==> src/rtl/viterbi_pkg.sv <==
// Shared types and constants for the rate-1/2, K=4 convolutional encoder feeding the Viterbi decoder.
package viterbi_pkg;

  localparam int K        = 4;
  localparam int NSTATES  = 8;
  localparam int TAIL_LEN = 3;

  localparam logic [3:0] G0_DEFAULT = 4'b1111;
  localparam logic [3:0] G1_DEFAULT = 4'b1101;

  typedef logic [1:0] sym_t;

  typedef enum logic [1:0] {
    IDLE = 2'd0,
    DATA = 2'd1,
    TAIL = 2'd2
  } enc_state_t;

  // Observation bundle for checkers: FSM state, trellis state and tail progress.
  typedef struct packed {
    enc_state_t state;
    logic [2:0] sreg;
    logic [1:0] tail_cnt;
  } enc_dbg_t;

  // Generator tap order is {current bit, 1-old, 2-old, 3-old}; s[0] is the newest past bit.
  function automatic logic tap_parity(input logic [3:0] g, input logic b, input logic [2:0] s);
    return ^(g & {b, s[0], s[1], s[2]});
  endfunction

endpackage

==> src/rtl/conv_enc_core.sv <==
// Combinational rate-1/2 encoder over a 3-bit trellis shift register with load and clear.
module conv_enc_core
  import viterbi_pkg::*;
#(
  parameter logic [3:0] G0 = G0_DEFAULT,
  parameter logic [3:0] G1 = G1_DEFAULT
) (
  input  logic       i_clk,
  input  logic       i_rst_n,
  input  logic       i_bit,
  input  logic       i_load,
  input  logic       i_clear,
  output sym_t       o_sym,
  output logic [2:0] o_state
);

  logic [2:0] r_sreg;

  always_ff @(posedge i_clk or negedge i_rst_n) begin
    if (!i_rst_n) begin
      r_sreg <= 3'b000;
    end else if (i_clear) begin
      r_sreg <= 3'b000;
    end else if (i_load) begin
      r_sreg <= {r_sreg[1:0], i_bit};
    end
  end

  assign o_sym   = {tap_parity(G1, i_bit, r_sreg), tap_parity(G0, i_bit, r_sreg)};
  assign o_state = r_sreg;

endmodule

==> src/rtl/conv_encoder_framer.sv <==
// Convolutional encoder + zero-tail framer with a register/skid output stage and decoder enable.
// Symbol error injection ports are added when CONV_ENC_ERR_INJECT_EN is defined.
module conv_encoder_framer
  import viterbi_pkg::*;
#(
  parameter logic [3:0] G0        = G0_DEFAULT,
  parameter logic [3:0] G1        = G1_DEFAULT,
  parameter int         MAX_FRAME = 1024,
  parameter int         CNT_W     = 10
) (
  input  logic             clk,
  input  logic             rst,
  input  logic             in_valid,
  input  logic             in_bit,
  input  logic             in_last,
  output logic             in_ready,
  output logic             sym_valid,
  output sym_t             sym_o,
  input  logic             sym_ready,
  output logic             enc_enable,
  output logic             frame_err,
`ifdef CONV_ENC_ERR_INJECT_EN
  input  logic             inj_en,
  input  logic [CNT_W+1:0] inj_idx,
  input  sym_t             inj_mask,
`endif
  output enc_dbg_t         o_dbg
);

  // Valid/ready: a transfer happens on a posedge where valid and ready are both high; a raised
  // valid holds with stable data until it transfers. in_ready is registered from buffer occupancy.

  // One extra counter bit so the MAX_FRAME compare can never wrap.
  localparam logic [CNT_W:0] MAX_CNT      = MAX_FRAME[CNT_W:0];
  localparam logic [1:0]     TAIL_CNT_END = 2'(TAIL_LEN);
  localparam logic [1:0]     TAIL_CNT_LST = 2'(TAIL_LEN - 1);

  enc_state_t     r_state;
  enc_state_t     w_state_next;
  logic [CNT_W:0] r_cnt;
  logic [CNT_W:0] w_cnt_inc;
  logic [1:0]     r_tail_cnt;
  logic           r_in_ready;
  logic           r_enc_en;
  logic           r_frame_err;
  logic           w_err_set;

  logic           r_out_v;
  logic           r_out_last;
  sym_t           r_out_d;
  logic           r_skid_v;
  logic           r_skid_last;
  sym_t           r_skid_d;
  logic           w_out_v_n;
  logic           w_out_last_n;
  sym_t           w_out_d_n;
  logic           w_skid_v_n;
  logic           w_skid_last_n;
  sym_t           w_skid_d_n;

  logic           w_acc;
  logic           w_tail_push;
  logic           w_push;
  logic           w_push_last;
  logic           w_pop;
  logic           w_frame_done;
  logic           w_hit_max;
  logic           w_enc_bit;
  sym_t           w_enc_sym;
  sym_t           w_push_sym;
  logic [2:0]     w_sreg;

  assign w_acc        = in_valid && r_in_ready;
  assign w_tail_push  = (r_state == TAIL) && (r_tail_cnt != TAIL_CNT_END) && !r_skid_v;
  assign w_push       = w_acc || w_tail_push;
  assign w_push_last  = w_tail_push && (r_tail_cnt == TAIL_CNT_LST);
  assign w_pop        = r_out_v && sym_ready;
  assign w_frame_done = w_pop && r_out_last;
  assign w_cnt_inc    = r_cnt + 1'b1;
  assign w_hit_max    = (w_cnt_inc == MAX_CNT);
  assign w_enc_bit    = w_acc ? in_bit : 1'b0;

  conv_enc_core #(
    .G0 (G0),
    .G1 (G1)
  ) u_core (
    .i_clk   (clk),
    .i_rst_n (rst),
    .i_bit   (w_enc_bit),
    .i_load  (w_push),
    .i_clear (w_frame_done),
    .o_sym   (w_enc_sym),
    .o_state (w_sreg)
  );

`ifdef CONV_ENC_ERR_INJECT_EN
  // Index of the next pushed symbol within the frame, data and tail alike.
  logic [CNT_W+1:0] r_sym_idx;

  always_ff @(posedge clk or negedge rst) begin
    if (!rst) begin
      r_sym_idx <= '0;
    end else if (w_push) begin
      r_sym_idx <= w_push_last ? '0 : r_sym_idx + 1'b1;
    end
  end

  assign w_push_sym = (inj_en && (r_sym_idx == inj_idx)) ? (w_enc_sym ^ inj_mask) : w_enc_sym;
`else
  assign w_push_sym = w_enc_sym;
`endif

  always_ff @(posedge clk or negedge rst) begin
    if (!rst) begin
      r_state <= IDLE;
    end else begin
      r_state <= w_state_next;
    end
  end

  always_comb begin
    w_state_next = r_state;
    w_err_set    = 1'b0;
    unique case (r_state)
      IDLE, DATA: begin
        if (w_acc) begin
          if (in_last) begin
            w_state_next = TAIL;
          end else if (w_hit_max) begin
            w_state_next = TAIL;
            w_err_set    = 1'b1;
          end else begin
            w_state_next = DATA;
          end
        end
      end
      TAIL: begin
        if (w_frame_done) begin
          w_state_next = IDLE;
        end
      end
      default: w_state_next = IDLE;
    endcase
  end

  // The skid entry only fills when the output register is held or is refilling from the skid.
  always_comb begin
    w_out_v_n     = r_out_v;
    w_out_d_n     = r_out_d;
    w_out_last_n  = r_out_last;
    w_skid_v_n    = r_skid_v;
    w_skid_d_n    = r_skid_d;
    w_skid_last_n = r_skid_last;
    if (!r_out_v || w_pop) begin
      if (r_skid_v) begin
        w_out_v_n    = 1'b1;
        w_out_d_n    = r_skid_d;
        w_out_last_n = r_skid_last;
      end else begin
        w_out_v_n    = w_push;
        w_out_d_n    = w_push ? w_push_sym : r_out_d;
        w_out_last_n = w_push && w_push_last;
      end
      w_skid_v_n = 1'b0;
    end
    if (w_push && r_out_v && (!w_pop || r_skid_v)) begin
      w_skid_v_n    = 1'b1;
      w_skid_d_n    = w_push_sym;
      w_skid_last_n = w_push_last;
    end
  end

  always_ff @(posedge clk or negedge rst) begin
    if (!rst) begin
      r_out_v     <= 1'b0;
      r_out_d     <= 2'b00;
      r_out_last  <= 1'b0;
      r_skid_v    <= 1'b0;
      r_skid_d    <= 2'b00;
      r_skid_last <= 1'b0;
      r_in_ready  <= 1'b0;
      r_enc_en    <= 1'b0;
      r_frame_err <= 1'b0;
      r_cnt       <= '0;
      r_tail_cnt  <= 2'd0;
    end else begin
      r_out_v     <= w_out_v_n;
      r_out_d     <= w_out_d_n;
      r_out_last  <= w_out_last_n;
      r_skid_v    <= w_skid_v_n;
      r_skid_d    <= w_skid_d_n;
      r_skid_last <= w_skid_last_n;
      r_in_ready  <= (w_state_next != TAIL) && !w_skid_v_n;
      r_frame_err <= w_err_set;
      if (w_frame_done) begin
        r_enc_en <= 1'b0;
      end else if (w_out_v_n) begin
        r_enc_en <= 1'b1;
      end
      if (w_frame_done) begin
        r_cnt <= '0;
      end else if (w_acc) begin
        r_cnt <= w_cnt_inc;
      end
      if (w_frame_done) begin
        r_tail_cnt <= 2'd0;
      end else if (w_tail_push) begin
        r_tail_cnt <= r_tail_cnt + 2'd1;
      end
    end
  end

  assign in_ready   = r_in_ready;
  assign sym_valid  = r_out_v;
  assign sym_o      = r_out_d;
  assign enc_enable = r_enc_en;
  assign frame_err  = r_frame_err;

  assign o_dbg.state    = r_state;
  assign o_dbg.sreg     = w_sreg;
  assign o_dbg.tail_cnt = r_tail_cnt;

endmodule

==> config.mk <==
export PLATFORM = sky130hd
export DESIGN_NAME = conv_encoder_framer
export DESIGN_NICKNAME = d
export VERILOG_FILES = /design/src/rtl/viterbi_pkg.sv /design/src/rtl/conv_enc_core.sv /design/src/rtl/conv_encoder_framer.sv
export SDC_FILE = /design/constraint.sdc
export NUM_CORES = 1
export LEC_CHECK = 0
export CORE_MARGIN = 8
export CORE_UTILIZATION = 51
export CTS_BUF_LIST = sky130_fd_sc_hd__clkbuf_4
export DETAILED_ROUTE_END_ITERATION = 16
export PLACE_DENSITY = 0.77
export SLEW_MARGIN = 10
export SYNTH_ARGS = -nofsm -noshare
export SYNTH_HDL_FRONTEND = slang
export SYNTH_SLANG_ARGS = --single-unit
==> constraint.sdc <==
create_clock -name clk -period 1.8 [get_ports clk]
set_clock_uncertainty 0.05 [all_clocks]
set_input_delay 0.27 -clock clk [delete_from_list [all_inputs] [get_ports clk]]
set_output_delay 0.27 -clock clk [all_outputs]
set_load 0.05 [all_outputs]
After elaboration in Yosys (flattened, before gate mapping)
Index checks and enable logic that the tools add are counted.
Storage, ports and cells
  flip-flop bits (word level): 29
  bits of input ports: 6
  output and inout port bits: 13
  logic and storage cells: 73
Operators by class
  add/sub/neg operators: 2
  equal/unequal tests: 6
  multiplexer cells: 25
  reductions and logical operators: 27
Operators with widths (number)
  two-way mux 11 bit: 2
  two-way mux 2 bit: 8
  two-way mux 1 bit: 12
  adder 11 x 1 -> 11 bit (second input constant): 1
  == test 11 bit (second input constant): 1
  logical AND 1 bit: 10
  nonzero test 2 bit: 5
  XOR reduction 4 bit: 2
  two-way mux 3 bit: 2
  == test 2 bit (second input constant): 2
  zero test 1 bit: 4
  inequality test 2 bit (second input constant): 2
  one-hot mux 2 bit (2 select lines): 1
  logical OR 1 bit: 3
  adder 2 x 1 -> 2 bit (second input constant): 1
  == test 2 x 1 -> 1 bit (second input constant): 1
  zero test 2 bit: 1
  AND reduction 2 bit: 1
  OR reduction 2 bit: 1

Logic depth before layout (Yosys ltp)
Gate-level depths: netlist (run 1).
  depth in word-level cells: 9
  depth in mapped cells: 7
  gate-level depth less buffers: 6

Modules after synthesis
From an unflattened synthesis (run 1), not the netlist that was laid out.
Second synthesis, totals
  cells, all modules: 146
  area, all modules: 1451.4 sq um
By module, submodules not included
  conv_encoder_framer: times used 1, cells each 134, area each 1295.0 sq um, sequential area each 650.6 sq um
  conv_enc_core: times used 1, cells each 12, area each 156.4 sq um, sequential area each 75.1 sq um

Worst setup path after synthesis (run 1)
Ideal clock, no wire load.
  kind: register -> register
  start point: register r_tail_cnt[1]
  end point: register r_skid_d[0]
  setup time: 0.127 ns
  arrival: 1.925 ns
  data required time: 1.623 ns
  slack: -0.302 ns
  cell stages (with the launch flop): 7
  path buffers: 1
  period minus slack after synthesis: 2.102 ns
  cells stage by stage: dfrtp_1 > ha_1 > or4b_1 > buf_2 > nand2_4 > nand2_2 > mux2_1
Between the ends
  longest elaborated chain between the ends: 6
RTL lines
  start: declaration: line conv_encoder_framer.sv:42  | logic [1:0] r_tail_cnt;
  start signal: assignment: line conv_encoder_framer.sv:208  | r_tail_cnt <= r_tail_cnt + 2'd1;
  inequality test 2 bit: line conv_encoder_framer.sv:74  | assign w_tail_push = (r_state == TAIL) && (r_tail_cnt != TAIL_CNT_END) && !r_skid_v;
  logical AND 1 bit (2 in a row): line conv_encoder_framer.sv:74
  logical OR 1 bit: line conv_encoder_framer.sv:75  | assign w_push = w_acc || w_tail_push;
  logical AND 1 bit (2 in a row): line conv_encoder_framer.sv:166  | if (w_push && r_out_v && (!w_pop || r_skid_v)) begin
  end signal: assignment: line conv_encoder_framer.sv:191  | r_skid_d <= w_skid_d_n;
  end: declaration: line conv_encoder_framer.sv:53  | sym_t r_skid_d;
Every way passes these cells.
A chain may end at the register's enable or synchronous reset.

Final worst setup path (run 1)
  start point: register r_cnt[5]
  end point: register r_state[0]
Between the ends
  longest elaborated chain between the ends: 6
RTL lines
  start: declaration: line conv_encoder_framer.sv:40  | logic [CNT_W:0] r_cnt;
  start signal: assignment: line conv_encoder_framer.sv:203  | r_cnt <= w_cnt_inc;
  adder 11 x 1 -> 11 bit: line conv_encoder_framer.sv:79  | assign w_cnt_inc = r_cnt + 1'b1;
  == test 11 bit: line conv_encoder_framer.sv:80  | assign w_hit_max = (w_cnt_inc == MAX_CNT);
  two-way mux 2 bit: line conv_encoder_framer.sv:129  | end else if (w_hit_max) begin
  two-way mux 2 bit: line conv_encoder_framer.sv:127  | if (in_last) begin
  two-way mux 2 bit: line conv_encoder_framer.sv:126  | if (w_acc) begin
  one-hot mux 2 bit (2 select lines): line conv_encoder_framer.sv:124  | unique case (r_state)
  net w_state_next[0]: line conv_encoder_framer.sv:39  | enc_state_t w_state_next;
  end signal: assignment: line conv_encoder_framer.sv:117  | r_state <= w_state_next;
  end: declaration: line conv_encoder_framer.sv:38  | enc_state_t r_state;
The timed path passes the listed nets, and every way through them passes these cells.

==> results of run 1 <==
stage by stage:
stage | std cells | TNS (ns) | power (W)
2_1_floorplan | 152 | -0.458 | 0.000665
3_3_place_gp | 223 | -0.0181 | 0.000692
3_5_place_dp | 223 | -0.0811 | 0.000692
4_1_cts | 232 | 0 | 0.00109
5_1_grt | 235 | 0 | 0.00112
6_report | 235 | 0 | 0.00108
final cells by class:
class,instances,area share [%]
clock inverter,3,0.871
multi-input combinational,116,39.6
timing repair buffer,48,18.5
inverter,3,0.560
sequential,29,36.6
tap,31,1.93
clock buffer,5,1.87
registers in the layout, summed over array words and instances (netlist names):
signal          flops
frame_err           1
r_out_last          1
r_skid_d            2
sym_valid           1
sym_o               2
enc_enable          1
u_core.o_state      3
r_cnt              11
r_skid_v            1
r_skid_last         1
r_state             2
r_tail_cnt          2
in_ready            1
cells by family (layout without fill, tap and decap cells):
logic type               Yosys count  after routing  synth area share, %
multiplexers                       2              2                 1.52
flip-flops                        29             29                 48.9
buffers and inverters              7             59                 2.36
adder cells (fa/ha/maj)            3              3                 2.53
AND/OR/NAND/NOR                   71             71                 24.7
AO/OA/AOI/OAI                     24             24                 10.5
XOR/XNOR                          16             16                 9.45
routing by layer:
metal,up-vias,global-route usage (%),routed length (µm)
li1,634,-,-
met1,661,16.6,1560
met2,41,26.0,1940
met3,12,4.94,165
met4,0,6.25,78
met5,-,0,0
layout by cell type (no fill, tap or decap), types with 3 or more instances in the layout:
cell type / count
buf_4: 43
dfrtp_1: 21
nor2_1: 18
nand2_1: 16
nand3_1: 9
a21oi_1: 8
xor2_1: 8
xnor2_1: 8
dfrtp_2: 8
and3_1: 5
o22ai_1: 5
clkbuf_4: 5
clkdlybuf4s50_1: 5
nand2b_1: 4
inv_1: 3
a31oi_1: 3
power by group:
part	internal (W)	switching, W
Combinational	0.0000115	0.0000161
Sequential	0.000651	0
Clock	0.000147	0.000253
worst paths after layout:
| kind | slack (ns) | cells after the start | to |
|---|---|---|---|
| worst min register to register | 0.46 | 2 | r_skid_last |
| worst max-delay path | 0.02 | 5 | r_state[0] |
| worst max register to register | 0.02 | 5 | r_state[0] |
| max in group asynchronous | 1.15 | 2 | r_cnt[1] |
| min in group clk | 0.46 | 2 | r_skid_last |
| worst min-delay path | 0.24 | 2 | r_skid_last |
timing repair:
| action | 4_1_cts | 5_1_grt |
|---|---|---|
| pin swaps | 0 | 2 |
| setup buffers | 1 | 3 |
| resized for setup | 4 | 16 |
| endpoints found under the setup margin | 3 | 4 |
==> run summary, run 1 <==
Status = completed
Post-Synthesis Cells = 152
Core area = 2760 µm²
Delay-heaviest family, CP = simple AND/OR/NAND/NOR gates
Top cells by count, synth = dfrtp_1, nor2_1, nand2_1
Place WS = -0.0214 ns
Root buf cell = clkbuf_4
CTS hold repair buffers = 0
Drt drc = 0
Vias per inst = 5.74
Gr ovfl total = 0
CTS buffer count = 5
Detail Route Antenna Nets = 0
Post-synth EDFFs = 0
Critical path capture point type = flop
Critical path type = reg2reg
Minimum clock period = 1.78 ns
CP Buf/Inv Count = 0
Crit. Startpoint = r_cnt[5]
Final instance area = 2010 µm²
Arrival time worst endpoint = 1.97 ns
Hold_ws = 0.243 ns
Initial Utilization = 53.8%
Routed length per instance = 15.9 µm
# setup viols final = 0
Most frequent cell after synthesis = dfrtp_1
Fillers = 193
Routed vias = 1348
Dpl cell area = 1850 µm²
Sequential share of the synthesized area = 48.9%
Synth unique cells = 38
FMAX = 562 MHz
CP Cell Sequence = and4_4 -> a211oi_4 -> a31oi_1 -> or4_4 -> a32o_1
RSZ-0062 raised after global routing = no
Die area = 4890 µm²
Period utilization = 98.9%
Worst reg2reg path startpoint = r_cnt[5]
Share of the synthesized area in the top cell type = 48.9%
Fin. Hold Viols = 0
Initial antenna violation count = 0
Total GRT Usage = 15.1%
PD cells = 536 nW/µm²
Share of layout cells above drive strength 1 = 37.7%
VDD IR-drop max = 0.620 mV
Maximum buffer depth of the clock tree = 2
H-tree Lvls = 2
Yosys top cell by area = dfrtp_1
Critical path's largest stage delay = 0.46 ns
Syn Std Cell Area = 1480 µm²
Die height = 69.9 µm
Syn Nets = 161
Routed wire length = 3750 µm
Ys flop type = dfrtp_1
Crit-path max FO = 4
Clock-pin slew on the worst setup and hold paths = 0.11 ns
Worst Hold Class = in2async
DR iter-0 viols = 72
Leakage = 0.974 nW
Worst Slack Setup Final = 0.0206 ns
Synth top area cells = dfrtp_1, nor2_1, xnor2_1
Sequential Area = 736 µm²
Max Cap Violations = 0
Slowest cell on crit path = dfrtp_2
Async SR Flop Fraction = 100%
Setup crit start kind = flop
Req. time, crit path = 1.99 ns
IO Port Bufs = 18
Gpl congestion = 0.892
Clk_lat worst skew = 0.34 ns
Nets = 212
DP Wirelength = 2630 µm
Num ports = 19
Num Clock Sinks = 29
First-pass GRT wire length = 6110 µm
Yosys warnings = 0
Max-slew headroom at the worst pin = 67.3%
Vias in the first global route = 1403
Largest net degree at the start of global routing = 30
Multi-input logic area = 797 µm²
Final core occ = 72.9%
Register bit count reported by yosys = 29
Die width = 69.9 µm
Synth-to-layout area growth = 35.6%
Row cnt = 19
CTS tree = done
TritonRoute pass-1 iters = 4
Final slew viol count = 0
Syn Area/Cell = 9.75 µm²
Slew @ Worst Pin = 0.486 ns
Antenna Cells = 0
Power figures use the tool's default switching activity.
==> run 2, diff against run 1 <==
--- a/config.mk
+++ b/config.mk
@@ -5,11 +5,14 @@
 export SDC_FILE = /design/constraint.sdc
 export NUM_CORES = 1
 export LEC_CHECK = 0
+export CELL_PAD_IN_SITES_DETAIL_PLACEMENT = 1
+export CELL_PAD_IN_SITES_GLOBAL_PLACEMENT = 2
 export CORE_MARGIN = 8
-export CORE_UTILIZATION = 51
+export CORE_UTILIZATION = 32
 export CTS_BUF_LIST = sky130_fd_sc_hd__clkbuf_4
 export DETAILED_ROUTE_END_ITERATION = 16
-export PLACE_DENSITY = 0.77
+export PLACE_DENSITY_LB_ADDON = 0.1
+export SKIP_CTS_REPAIR_TIMING = 1
 export SLEW_MARGIN = 10
 export SYNTH_ARGS = -nofsm -noshare
 export SYNTH_HDL_FRONTEND = slang
==> run summary, run 2 (same netlist as run 1, synthesis figures left out) <==
Status = completed
R2r setup slk = 0.02 ns
Detail Route Antenna Nets = 0
Gr ovfl total = 0
FF-to-FF path depth = 6
Max-slew headroom at the worst pin = 72.3%
Vias per inst = 5.14
Reg with most FFs = r_cnt
Final slew viol count = 0
Largest net degree at the start of global routing = 30
Critical path type = reg2reg
CP Buf/Inv Count = 1
Sequential Area = 731 µm²
Fillers = 520
RSZ-0062 raised after global routing = yes
Routed length per instance = 16.1 µm
VDD IR-drop max = 0.354 mV
FMAX = 561 MHz
Setup crit start kind = flop
Critical path's largest stage delay = 0.52 ns
Multi-input logic area = 800 µm²
Minimum clock period = 1.78 ns
Drt drc = 0
Row cnt = 24
CP Cell Sequence = nand4_2 -> buf_6 -> nor2_4 -> a21oi_2 -> or4_4 -> a32o_1
# setup viols final = 0
Routed vias = 1325
Crit-path max FO = 4
Clock-pin slew on the worst setup and hold paths = 0.10 ns
Period utilization = 99.0%
Delay-heaviest family, CP = simple AND/OR/NAND/NOR gates
Most frequent cells in the layout = buf_4, dfrtp_1, nor2_1
Maximum buffer depth of the clock tree = 2
CTS buffer count = 5
Critical path capture point type = flop
Share of layout cells above drive strength 1 = 35.4%
Max reg flops = 11
H-tree Lvls = 2
Levels on crit path = 6
Final core occ = 46.4%
Req. time, crit path = 1.97 ns
Arrival time worst endpoint = 1.96 ns
Num ports = 19
Worst Hold Class = in2async
Slowest cell on crit path = or4_4
Pwr Total = 0.00106 W
Root buf cell = clkbuf_4
Gpl congestion = 0.772
TritonRoute pass-1 iters = 4
Routed wire length = 4150 µm
Vias in the first global route = 1472
Fin. Hold Viols = 0
First-pass GRT wire length = 7100 µm
Num Clock Sinks = 29
Slew @ Worst Pin = 0.414 ns
Placed Cells = 248
DP Wirelength = 3180 µm
Synth-to-layout area growth = 38.1%
Antenna Cells = 0
Final Non-Filler Cells = 258
Most common cell after layout, fill and taps aside = buf_4
Die area = 7070 µm²
Total GRT Usage = 12.2%
CTS tree = done
Leakage = 0.978 nW
PD cells = 518 nW/µm²
Initial antenna violation count = 0
Initial Utilization = 33.6%
Core area = 4410 µm²
IO Port Bufs = 18
Max Cap Violations = 0
Die height = 84.1 µm
Clk_lat worst skew = 0.33 ns
Nets = 214
DR iter-0 viols = 22
Die width = 84.1 µm
run 2: cell types whose count changed in the layout (fill, tap and decap cells not counted), sizes merged:
cell / before / now
buf: 43 / 45
clkinv: 2 / 3
clkinvlp: 1 / 0
run 2: power breakdown:
group	total, W	internal (W)	switching [W]
sequential	0.000651	0.000651	0
combinational	0.0000279	0.0000115	0.0000164
clock	0.000382	0.000141	0.000241
total	0.00106	0.000804	0.000258
run 2: final cells by class:
cell class                 instances  share of cell area (%)
sequential                        29                    35.7
inverter                           3                   0.550
clock buffer                       5                    1.83
clock inverter                     3                   0.611
multi-input combinational        116                    39.0
tap                               52                    3.18
timing repair buffer              50                    19.1
run 2: layer usage:
layer  vias up  track usage (%)  part of all wire (%)
met3         6             3.22                   3.4
met5         -                0                     0
li1        640                -                     -
met2        18             23.0                    55
met1       661             12.2                    40
met4         0             4.87                   1.4
run 2: path summary, 6_finish.rpt:
path	to	start
worst min-delay path	enc_enable	rst
min in group clk	r_skid_last	r_skid_last
worst max register to register	r_state[0]	r_cnt[6]
worst max-delay path	r_state[0]	r_cnt[6]
max in group asynchronous	r_cnt[0]	rst
worst min register to register	r_skid_last	r_skid_last
run 2: stage by stage:
step	cell area (µm²)	TNS, ns	setup WS, ns	hold WS, ns
2_1_floorplan	1500	-0.458	-0.171	-0.0756
5_1_grt	2050	-0.0330	-0.0330	0.316
4_1_cts	1960	-0.118	-0.0689	0.287
3_5_place_dp	1910	-0.314	-0.0664	0.440
3_3_place_gp	1910	-0.0224	-0.0194	0.426
6_report	2050	0	0.0184	0.274
==> run 3, diff against run 2 <==
--- a/config.mk
+++ b/config.mk
@@ -8,10 +8,10 @@
 export CELL_PAD_IN_SITES_DETAIL_PLACEMENT = 1
 export CELL_PAD_IN_SITES_GLOBAL_PLACEMENT = 2
 export CORE_MARGIN = 8
-export CORE_UTILIZATION = 32
+export CORE_UTILIZATION = 36
 export CTS_BUF_LIST = sky130_fd_sc_hd__clkbuf_4
 export DETAILED_ROUTE_END_ITERATION = 16
-export PLACE_DENSITY_LB_ADDON = 0.1
+export PLACE_DENSITY = 0.79
 export SKIP_CTS_REPAIR_TIMING = 1
 export SLEW_MARGIN = 10
 export SYNTH_ARGS = -nofsm -noshare
==> constraint.sdc (replaced) <==
create_clock -name clk -period 1.78 [get_ports clk]
set_clock_uncertainty 0.05 [all_clocks]
set_input_delay 0.267 -clock clk [delete_from_list [all_inputs] [get_ports clk]]
set_output_delay 0.267 -clock clk [all_outputs]
set_load 0.05 [all_outputs]
==> run summary, run 3 (same netlist as run 1, synthesis figures left out) <==
CTS tree = done
Drt drc = 0
Max-slew headroom at the worst pin = 74.0%
Max Cap Violations = 0
Clock-pin slew on the worst setup and hold paths = 0.11 ns
Vias per inst = 5.21
Crit-path max FO = 4
Largest net degree at the start of global routing = 30
Met2 WL = 2480 µm
WL met3 = 161 µm
DR iter-0 viols = 42
Most common cell after layout, fill and taps aside = buf_4
Clk_lat worst skew = 0.33 ns
Max reg flops = 11
Arrival time worst endpoint = 2.08 ns
Routed length per instance = 17.3 µm
Synth-to-layout area growth = 44.7%
Worst Slack Setup Final = -0.122 ns
Gr ovfl total = 0
Pwr Total = 0.00138 W
Multi-input logic area = 820 µm²
Status = complete, but fails checks
RSZ-0062 raised after global routing = yes
Critical path type = reg2reg
Critical path capture point type = flop
Reg with most FFs = r_cnt
Place WS = -0.125 ns
Root buf cell = clkbuf_4
IO Port Bufs = 18
Row cnt = 23
TritonRoute pass-1 iters = 4
Fillers = 455
H-tree Lvls = 2
Die width = 80.2 µm
Final slew viol count = 0
PD cells = 643 nW/µm²
Fin. Hold Viols = 0
Vias in the first global route = 1491
Core area = 3970 µm²
Antenna Cells = 0
CTS buffer count = 5
Sequential Area = 736 µm²
Gpl congestion = 0.822
# setup viols final = 1
Routed wire length = 4480 µm
Nets = 217
VDD IR-drop max = 0.610 mV
Num ports = 19
Maximum buffer depth of the clock tree = 2
Metal1 wirelength = 1730 µm
DP Wirelength = 3200 µm
First-pass GRT wire length = 7420 µm
FMAX = 526 MHz
Setup crit start kind = flop
Max Used Layer = met4
Detail Route Antenna Nets = 0
Req. time, crit path = 1.96 ns
Initial Utilization = 37.3%
Initial antenna violation count = 0
Share of layout cells above drive strength 1 = 41.6%
Routed vias = 1350
Worst Hold Class = in2async
Total GRT Usage = 15.0%
Die area = 6430 µm²
Minimum clock period = 1.90 ns
Num Clock Sinks = 29
Slew @ Worst Pin = 0.391 ns
Most frequent cells in the layout = buf_4, dfrtp_1, nor2_1
Period utilization = 107%
Final core occ = 54.0%
Die height = 80.2 µm
Failing checks = negative setup slack
Final setup TNS = -0.122 ns
Leakage = 1.02 nW
[run 3: critical path, cell delays in order (launching register included)]
cell	delay, ns
dfrtp_1	0.46
nand4_2	0.16
nor3_2	0.24
xor2_1	0.14
or4_4	0.50
a32o_1	0.24
[run 3: cell type report]
cell class | instances | area share, %
clock inverter | 3 | 3.03
sequential | 29 | 34.3
clock buffer | 5 | 1.75
multi-input combinational | 116 | 38.2
timing repair buffer | 53 | 19.3
tap | 50 | 2.92
inverter | 3 | 0.525
[run 3: path summary, 6_finish.rpt]
| check | from | endpoint | slack [ns] | cells past startpoint |
|---|---|---|---|---|
| setup / recovery | r_cnt[4] | r_state[0] | -0.12 | 5 |
| hold / removal | rst | sym_o[0] | 0.26 | 2 |
| setup reg to reg | r_cnt[4] | r_state[0] | -0.12 | 5 |
| hold reg to reg | r_skid_last | r_skid_last | 0.43 | 2 |
| max in group asynchronous | rst | r_tail_cnt[1] | 1.10 | 2 |
| min in group clk | r_skid_last | r_skid_last | 0.43 | 2 |
[run 3: report_power, final]
| group | switching [W] | total [W] | internal, W |
|---|---|---|---|
| clock network | 0.000259 | 0.000694 | 0.000435 |
| registers | 0 | 0.000658 | 0.000658 |
| logic | 0.0000162 | 0.0000279 | 0.0000117 |
[run 3: through the flow]
step | instance area (µm²) | hold slack [ns] | std cells
2_1_floorplan | 1500 | -0.0786 | 152
3_3_place_gp | 1910 | 0.417 | 247
3_5_place_dp | 1910 | 0.418 | 247
4_1_cts | 2010 | 0.267 | 255
5_1_grt | 2150 | 0.287 | 259
6_report | 2150 | 0.263 | 259
[run 3: per-layer routing]
layer / vias to the layer above / global-route usage [%]
li1: 645 / -
met1: 677 / 15.4
met2: 18 / 28.4
met3: 10 / 4.02
met4: 0 / 5.09
met5: - / 0
